--- config.mk ---
export PLATFORM = sky130hd
export DESIGN_NAME = disp_share_arbiter
export DESIGN_NICKNAME = d
export VERILOG_FILES = /design/src/rtl/disp_share_arbiter.sv
export SDC_FILE = /design/constraint.sdc
export NUM_CORES = 1
export LEC_CHECK = 0
export BUFFER_PORTS_ARGS = -buffer_cell sky130_fd_sc_hd__buf_2
export CORE_AREA = 2 2 102 104
export DETAILED_ROUTE_END_ITERATION = 16
export DIE_AREA = 0 0 104 106
export GPL_ROUTABILITY_DRIVEN = 0
export PLACE_DENSITY = 0.83
export SYNTH_ARGS = -nofsm -noshare
export SYNTH_HDL_FRONTEND = slang
export SYNTH_SLANG_ARGS = --single-unit
export TNS_END_PERCENT = 50
--- constraint.sdc ---
create_clock -name clk -period 1.9 [get_ports clk]
set_input_delay 0.19 -clock clk [delete_from_list [all_inputs] [get_ports clk]]
set_output_delay 0.19 -clock clk [all_outputs]
set_load 0.1 [all_outputs]
--- src/rtl/disp_share_arbiter.sv ---
// disp_share_arbiter: round-robin time-slicing owner of the 8-digit seven-segment display.
// Ports: clk, rst (sync, active-high), req/data_in per source -> grant, owner, owner_valid, digits_out, switch_pulse.
module disp_share_arbiter #(
    parameter int          N_REQ        = 4,
    parameter int          DWELL_CYCLES = 100_000_000,
    parameter int          GAP_CYCLES   = 2,
    parameter logic [3:0]  BLANK_NIBBLE = 4'hF
) (
    input  logic                       clk,
    input  logic                       rst,
    input  logic [N_REQ-1:0]           req,
    input  logic [32*N_REQ-1:0]        data_in,
    output logic [N_REQ-1:0]           grant,
    output logic [$clog2(N_REQ)-1:0]   owner,
    output logic                       owner_valid,
    output logic [31:0]                digits_out,
    output logic                       switch_pulse
);

    localparam int OW = $clog2(N_REQ);
    localparam int DW = $clog2(DWELL_CYCLES);
    // A zero-cycle gap still needs a 1-bit counter to keep widths legal.
    localparam int GW = (GAP_CYCLES > 0) ? $clog2(GAP_CYCLES + 1) : 1;

    localparam logic [DW-1:0] DWELL_LAST = DW'(DWELL_CYCLES - 1);
    localparam logic [GW-1:0] GAP_LAST   = GW'((GAP_CYCLES > 0) ? GAP_CYCLES - 1 : 0);
    localparam logic [31:0]   BLANK_WORD = {8{BLANK_NIBBLE}};

    typedef enum logic [1:0] {
        IDLE = 2'd0,
        HOLD = 2'd1,
        GAP  = 2'd2
    } state_t;

    state_t          state, state_n;
    logic [OW-1:0]   ptr, ptr_n;
    logic [OW-1:0]   owner_n;
    logic [DW-1:0]   dcnt, dcnt_n;
    logic [GW-1:0]   gcnt, gcnt_n;
    logic            pulse_n;

    logic [OW-1:0]   win;
    logic [OW-1:0]   cand;
    logic            any_req;
    logic            others;
    logic            leave;
    logic            arb;

    // Round-robin scan starting just after the last winner.
    always_comb begin
        win     = '0;
        cand    = '0;
        any_req = 1'b0;
        for (int k = 1; k <= N_REQ; k++) begin
            cand = OW'((int'(ptr) + k) % N_REQ);
            if (!any_req && req[cand]) begin
                win     = cand;
                any_req = 1'b1;
            end
        end
    end

    assign others = |(req & ~(N_REQ'(1) << owner));

    always_comb begin
        state_n = state;
        owner_n = owner;
        ptr_n   = ptr;
        dcnt_n  = dcnt;
        gcnt_n  = gcnt;
        pulse_n = 1'b0;
        leave   = 1'b0;
        arb     = 1'b0;

        unique case (state)
            IDLE: arb = 1'b1;
            HOLD: begin
                if (!req[owner]) begin
                    dcnt_n = '0;
                    leave  = 1'b1;
                end else if (dcnt == DWELL_LAST) begin
                    // Uncontended owner simply starts a fresh slice.
                    dcnt_n = '0;
                    leave  = others;
                end else begin
                    dcnt_n = dcnt + 1'b1;
                end
            end
            GAP: begin
                if (gcnt == GAP_LAST) begin
                    gcnt_n = '0;
                    arb    = 1'b1;
                end else begin
                    gcnt_n = gcnt + 1'b1;
                end
            end
            default: state_n = IDLE;
        endcase

        if (leave) begin
            if (GAP_CYCLES > 0) begin
                state_n = GAP;
                gcnt_n  = '0;
            end else begin
                arb = 1'b1;
            end
        end

        if (arb) begin
            if (any_req) begin
                state_n = HOLD;
                owner_n = win;
                ptr_n   = win;
                dcnt_n  = '0;
                pulse_n = 1'b1;
            end else begin
                state_n = IDLE;
            end
        end
    end

    // Outputs use the next-state owner so data lands on the same edge as grant.
    always_ff @(posedge clk) begin
        if (rst) begin
            state        <= IDLE;
            ptr          <= OW'(N_REQ - 1);
            owner        <= '0;
            dcnt         <= '0;
            gcnt         <= '0;
            grant        <= '0;
            owner_valid  <= 1'b0;
            switch_pulse <= 1'b0;
            digits_out   <= BLANK_WORD;
        end else begin
            state        <= state_n;
            ptr          <= ptr_n;
            owner        <= owner_n;
            dcnt         <= dcnt_n;
            gcnt         <= gcnt_n;
            switch_pulse <= pulse_n;
            owner_valid  <= (state_n == HOLD);
            if (state_n == HOLD) begin
                grant      <= N_REQ'(1) << owner_n;
                digits_out <= data_in[32*owner_n +: 32];
            end else begin
                grant      <= '0;
                digits_out <= BLANK_WORD;
            end
        end
    end

endmodule
==> impl_summary.log <==
INFO  metric status = complete, but fails checks
INFO  metric failed_checks = negative setup slack
INFO  metric timing.critical_path.from_type = flip-flop
INFO  metric crit_end_element = flip-flop
INFO  metric synthMuxAreaShare = less than 1%
INFO  metric clock-sinks = 73
INFO  metric min_path_type = in2reg
INFO  metric final_critical_path_setup_slack = -0.172 ns
INFO  metric layout_fillers = 650
INFO  metric rsz0062_at_grt = yes
INFO  metric fp.dieH = roughly 110 um
INFO  metric drtAntennaViolNets = 0
INFO  metric p_per_area = 1850 nW/um2
INFO  metric post_synth_fa_ha_maj_area_fraction = less than 1%
INFO  metric finalNetCount = ~890
INFO  metric worst_path_max_delay_cell = sky130_fd_sc_hd__a211oi_4
INFO  metric pin_count = around 170
INFO  metric hold_viol = 0
INFO  metric length_of_the_first_detailed_routing_pass_in_iterations = 6
INFO  metric fin_util = roughly three quarters
INFO  metric synth_enable_flop_cells = 0
INFO  metric drt_iter0_drc = between 400 and 500
INFO  metric crit_fanout = 15
INFO  metric drc = 0
INFO  metric max_slew.worst_pin.slew = approximately 0.53 ns
INFO  metric clock_insertion_delay_worst_skew = ~0.37 ns
INFO  metric initial_core_util = between 40% and 50%
INFO  metric worst_ep_arrival_time = about 2.3 ns
INFO  metric layout.cells.non_filler = ~900
INFO  metric cts-buffers-inserted = 9
INFO  metric max-slew-margin-rel = 64.8%
INFO  metric critical_path_buf_inv_count = 3
INFO  metric number_of_antenna_repair_diodes = 0
INFO  metric synth_simple_gate_area_share = ~15%
INFO  metric endpoints_failing_setup = around 50
INFO  metric ys.flop_type = sky130_fd_sc_hd__dfxtp_1
INFO  metric area_added_between_synthesis_and_finish = 74.7%
INFO  metric antenna_found_initial = 0
INFO  metric critical-path-max-stage-delay = 0.36 ns
INFO  metric grt_start_max_net_pins = 54
INFO  metric yosys.area.top_type = sky130_fd_sc_hd__dfxtp_1
INFO  metric grt_util_all_layers = 27.3%
INFO  metric first_pass_grt_wire_length = around 24 mm
INFO  metric path_clk_slew = approximately 0.08 ns
INFO  metric share_of_layout_cells_above_drive_strength_1 = roughly 54%
INFO  metric global_route.overflow_total = 0
INFO  metric syn-mean-instance-area = 8.06 um2
INFO  metric critical_path.cell_chain = nand2b_4 -> a211oi_4 -> buf_4 -> nand4_1 -> buf_6 -> buf_12 -> a221oi_1 -> o21ai_1
INFO  metric syn_inst = 530
INFO  metric required = about 2.2 ns
INFO  metric post_synth_most_frequent_cells = sky130_fd_sc_hd__dfxtp_1, sky130_fd_sc_hd__inv_1, sky130_fd_sc_hd__a211oi_1
INFO  metric finalClockSkew = around 0.0052 ns
INFO  metric yosysMostFrequentCell = sky130_fd_sc_hd__dfxtp_1
INFO  metric place_area = 5800 um2
INFO  metric die_w = ~100 um
INFO  metric synth.area.top_cells = sky130_fd_sc_hd__dfxtp_1, sky130_fd_sc_hd__a211oi_1, sky130_fd_sc_hd__a221oi_1, sky130_fd_sc_hd__inv_1, sky130_fd_sc_hd__a2111oi_0
INFO  metric cts_tree = done
INFO  metric achievable-frequency = 0.483 GHz
INFO  metric worst-r2r-setup-slack = -0.17 ns
INFO  metric detailroute.via_count = around 5600
INFO  metric proportion_of_netlist_area_held_by_the_largest_area_contributor = 34.2%
INFO  metric cts_hold_buf = 0
INFO  metric critical_path_class = reg2reg
INFO  metric final_non_filler_cell_area = about 7500 um2
INFO  metric power.ir.vdd_worst = 1340 uV
INFO  metric post-dp-hpwl = 10.4 mm
INFO  metric synth_compound_gate_area_share = between 30% and 40%
INFO  metric leakage = 3.04 nW
INFO  metric clk_path_buf_depth = 2
INFO  metric cts_htree_levels = 3
INFO  metric maxSlewViolCount = 0
INFO  metric power.total = between 10 and 15 mW
INFO  metric cpLargestDelayFamily = compound AO/OA/AOI/OAI gates
INFO  metric post_drt_via_cell_ratio = ~6.3
INFO  metric asyncSetResetFlopFracSynth = 0%
INFO  metric yosysUniqueCellTypes = 48
INFO  metric synthesis.yosys.warnings = 0
INFO  metric design.core.area = around 10000 um2
INFO  metric routed_wire_length_per_instance = between 20 and 25 um
INFO  metric rows = 37
INFO  metric seq_area_frac_synth = between 30% and 40%
INFO  metric min_period = slightly above 2 ns
INFO  metric timing.max_cap.violations = 0
INFO  metric final_routed_wirelength_across_all_metal_layers = 19.8 mm
INFO  metric register_bit_total_from_synthesis = 73
INFO  metric mappedNetlistArea = around 4300 um2
INFO  metric root_buffer = sky130_fd_sc_hd__clkbuf_8
INFO  metric area_of_the_die = 11000 um2
INFO  metric buffer_ports.inserted = between 150 and 200
INFO  metric synth_xor_area_share = approximately 3.5%
INFO  metric pre_cts_setup_slack = -0.272 ns
INFO  metric synth_fp_nets = roughly 670
INFO  metric final.period_utilization = 109%
INFO  metric synth_top_family_by_area = compound AO/OA/AOI/OAI gates
INFO  metric placed_cells = between 800 and 900
INFO  metric grt_pass1_vias = ~5000
worst min-delay path, stage by stage:
cell	delay, ns
sky130_fd_sc_hd__buf_2	0.09
sky130_fd_sc_hd__a221oi_2	0.05
sky130_fd_sc_hd__o21ai_1	0.10
sequential cells by signal, indices dropped and copies added, names as in the netlist:
register / flops
switch_pulse: 1
grant: 4
state: 2
gcnt: 2
digits_out: 32
owner_valid: 1
dcnt: 27
owner: 2
ptr: 2
placed cells by master (no fill, tap or decap), types with 6 or more instances in the layout:
cell type,netlist,routed
sky130_fd_sc_hd__clkbuf_16,0,10
sky130_fd_sc_hd__and3_1,11,8
sky130_fd_sc_hd__o21ai_0,24,11
sky130_fd_sc_hd__a211oi_1,65,31
sky130_fd_sc_hd__nand4_1,10,10
sky130_fd_sc_hd__a2111oi_4,0,31
sky130_fd_sc_hd__nand3_1,6,6
sky130_fd_sc_hd__clkbuf_8,0,10
sky130_fd_sc_hd__buf_12,0,7
sky130_fd_sc_hd__buf_2,16,173
sky130_fd_sc_hd__a211oi_2,0,31
sky130_fd_sc_hd__nor2_1,29,28
sky130_fd_sc_hd__dfxtp_1,73,66
sky130_fd_sc_hd__xor2_1,12,12
sky130_fd_sc_hd__buf_4,0,62
sky130_fd_sc_hd__or3_1,8,7
sky130_fd_sc_hd__a221oi_2,0,17
sky130_fd_sc_hd__a21oi_2,0,7
sky130_fd_sc_hd__o21ai_1,21,32
sky130_fd_sc_hd__buf_6,1,9
sky130_fd_sc_hd__a221oi_1,32,13
sky130_fd_sc_hd__inv_1,71,70
sky130_fd_sc_hd__nand2_1,20,20
metrics by stage:
step / TNS, ns / hold slack [ns]
after floorplan: -0.304 / 0.357
after global placement: -3.98 / 0.422
after detailed placement: -6.58 / 0.453
after CTS: -0.316 / 0.0947
after global routing: -5.81 / 0.0976
final: -2.76 / 0.0893
final timing paths:
kind / from / to / depth (start not counted)
setup reg to reg: gcnt[1]$_SDFFE_PP0N_ / digits_out[27]$_SDFF_PP1_ / 8
hold / removal: data_in[64] / digits_out[0]$_SDFF_PP1_ / 3
hold reg to reg: gcnt[1]$_SDFFE_PP0N_ / gcnt[1]$_SDFFE_PP0N_ / 2
setup / recovery: gcnt[1]$_SDFFE_PP0N_ / digits_out[27]$_SDFF_PP1_ / 8
cell families after synthesis:
family | Yosys count
and+or+nand+nor | 114
buffers and inverters | 122
xor gates and xnor gates | 17
DFF | 73
muxes | 1
AOI/OAI and AO/OA | 202
adders and majority gates | 1
layer usage:
metal  vias to the layer above  part of all wire, %  track usage, %
li1                       2446                    -               -
met1                      2645                   36            31.3
met2                       426                   49            48.2
met3                       112                  9.2            4.66
met4                         0                  6.1            15.3
met5                         -                    0               0
where the power goes:
part	leakage, nW	switching, mW	internal, mW
clock network	0.0985	0.666	0.644
registers	0.600	0.172	1.95
logic	2.34	6.82	3.58
total	3.04	7.66	6.18
area by class of cell:
| cell class | count | area, um2 | area share (%) |
|---|---|---|---|
| Sequential cell | 73 | 1480 | 19.8 |
| Clock inverter | 6 | 67.6 | 0.906 |
| Multi-Input combinational cell | 336 | 3390 | 45.4 |
| Clock buffer | 10 | 138 | 1.84 |
| Inverter | 71 | 267 | 3.57 |
| Tap cell | 136 | 170 | 2.28 |
| Timing Repair Buffer | 267 | 1960 | 26.2 |
what timing repair did:
item                       in CTS  in global routing
gates cloned                    2                 14
resized for setup              73                131
pin swaps                       4                 58
buffers inserted                4                  9
setup endpoints to repair      47                 64
No activity file was read; power rests on OpenSTA's default activity.
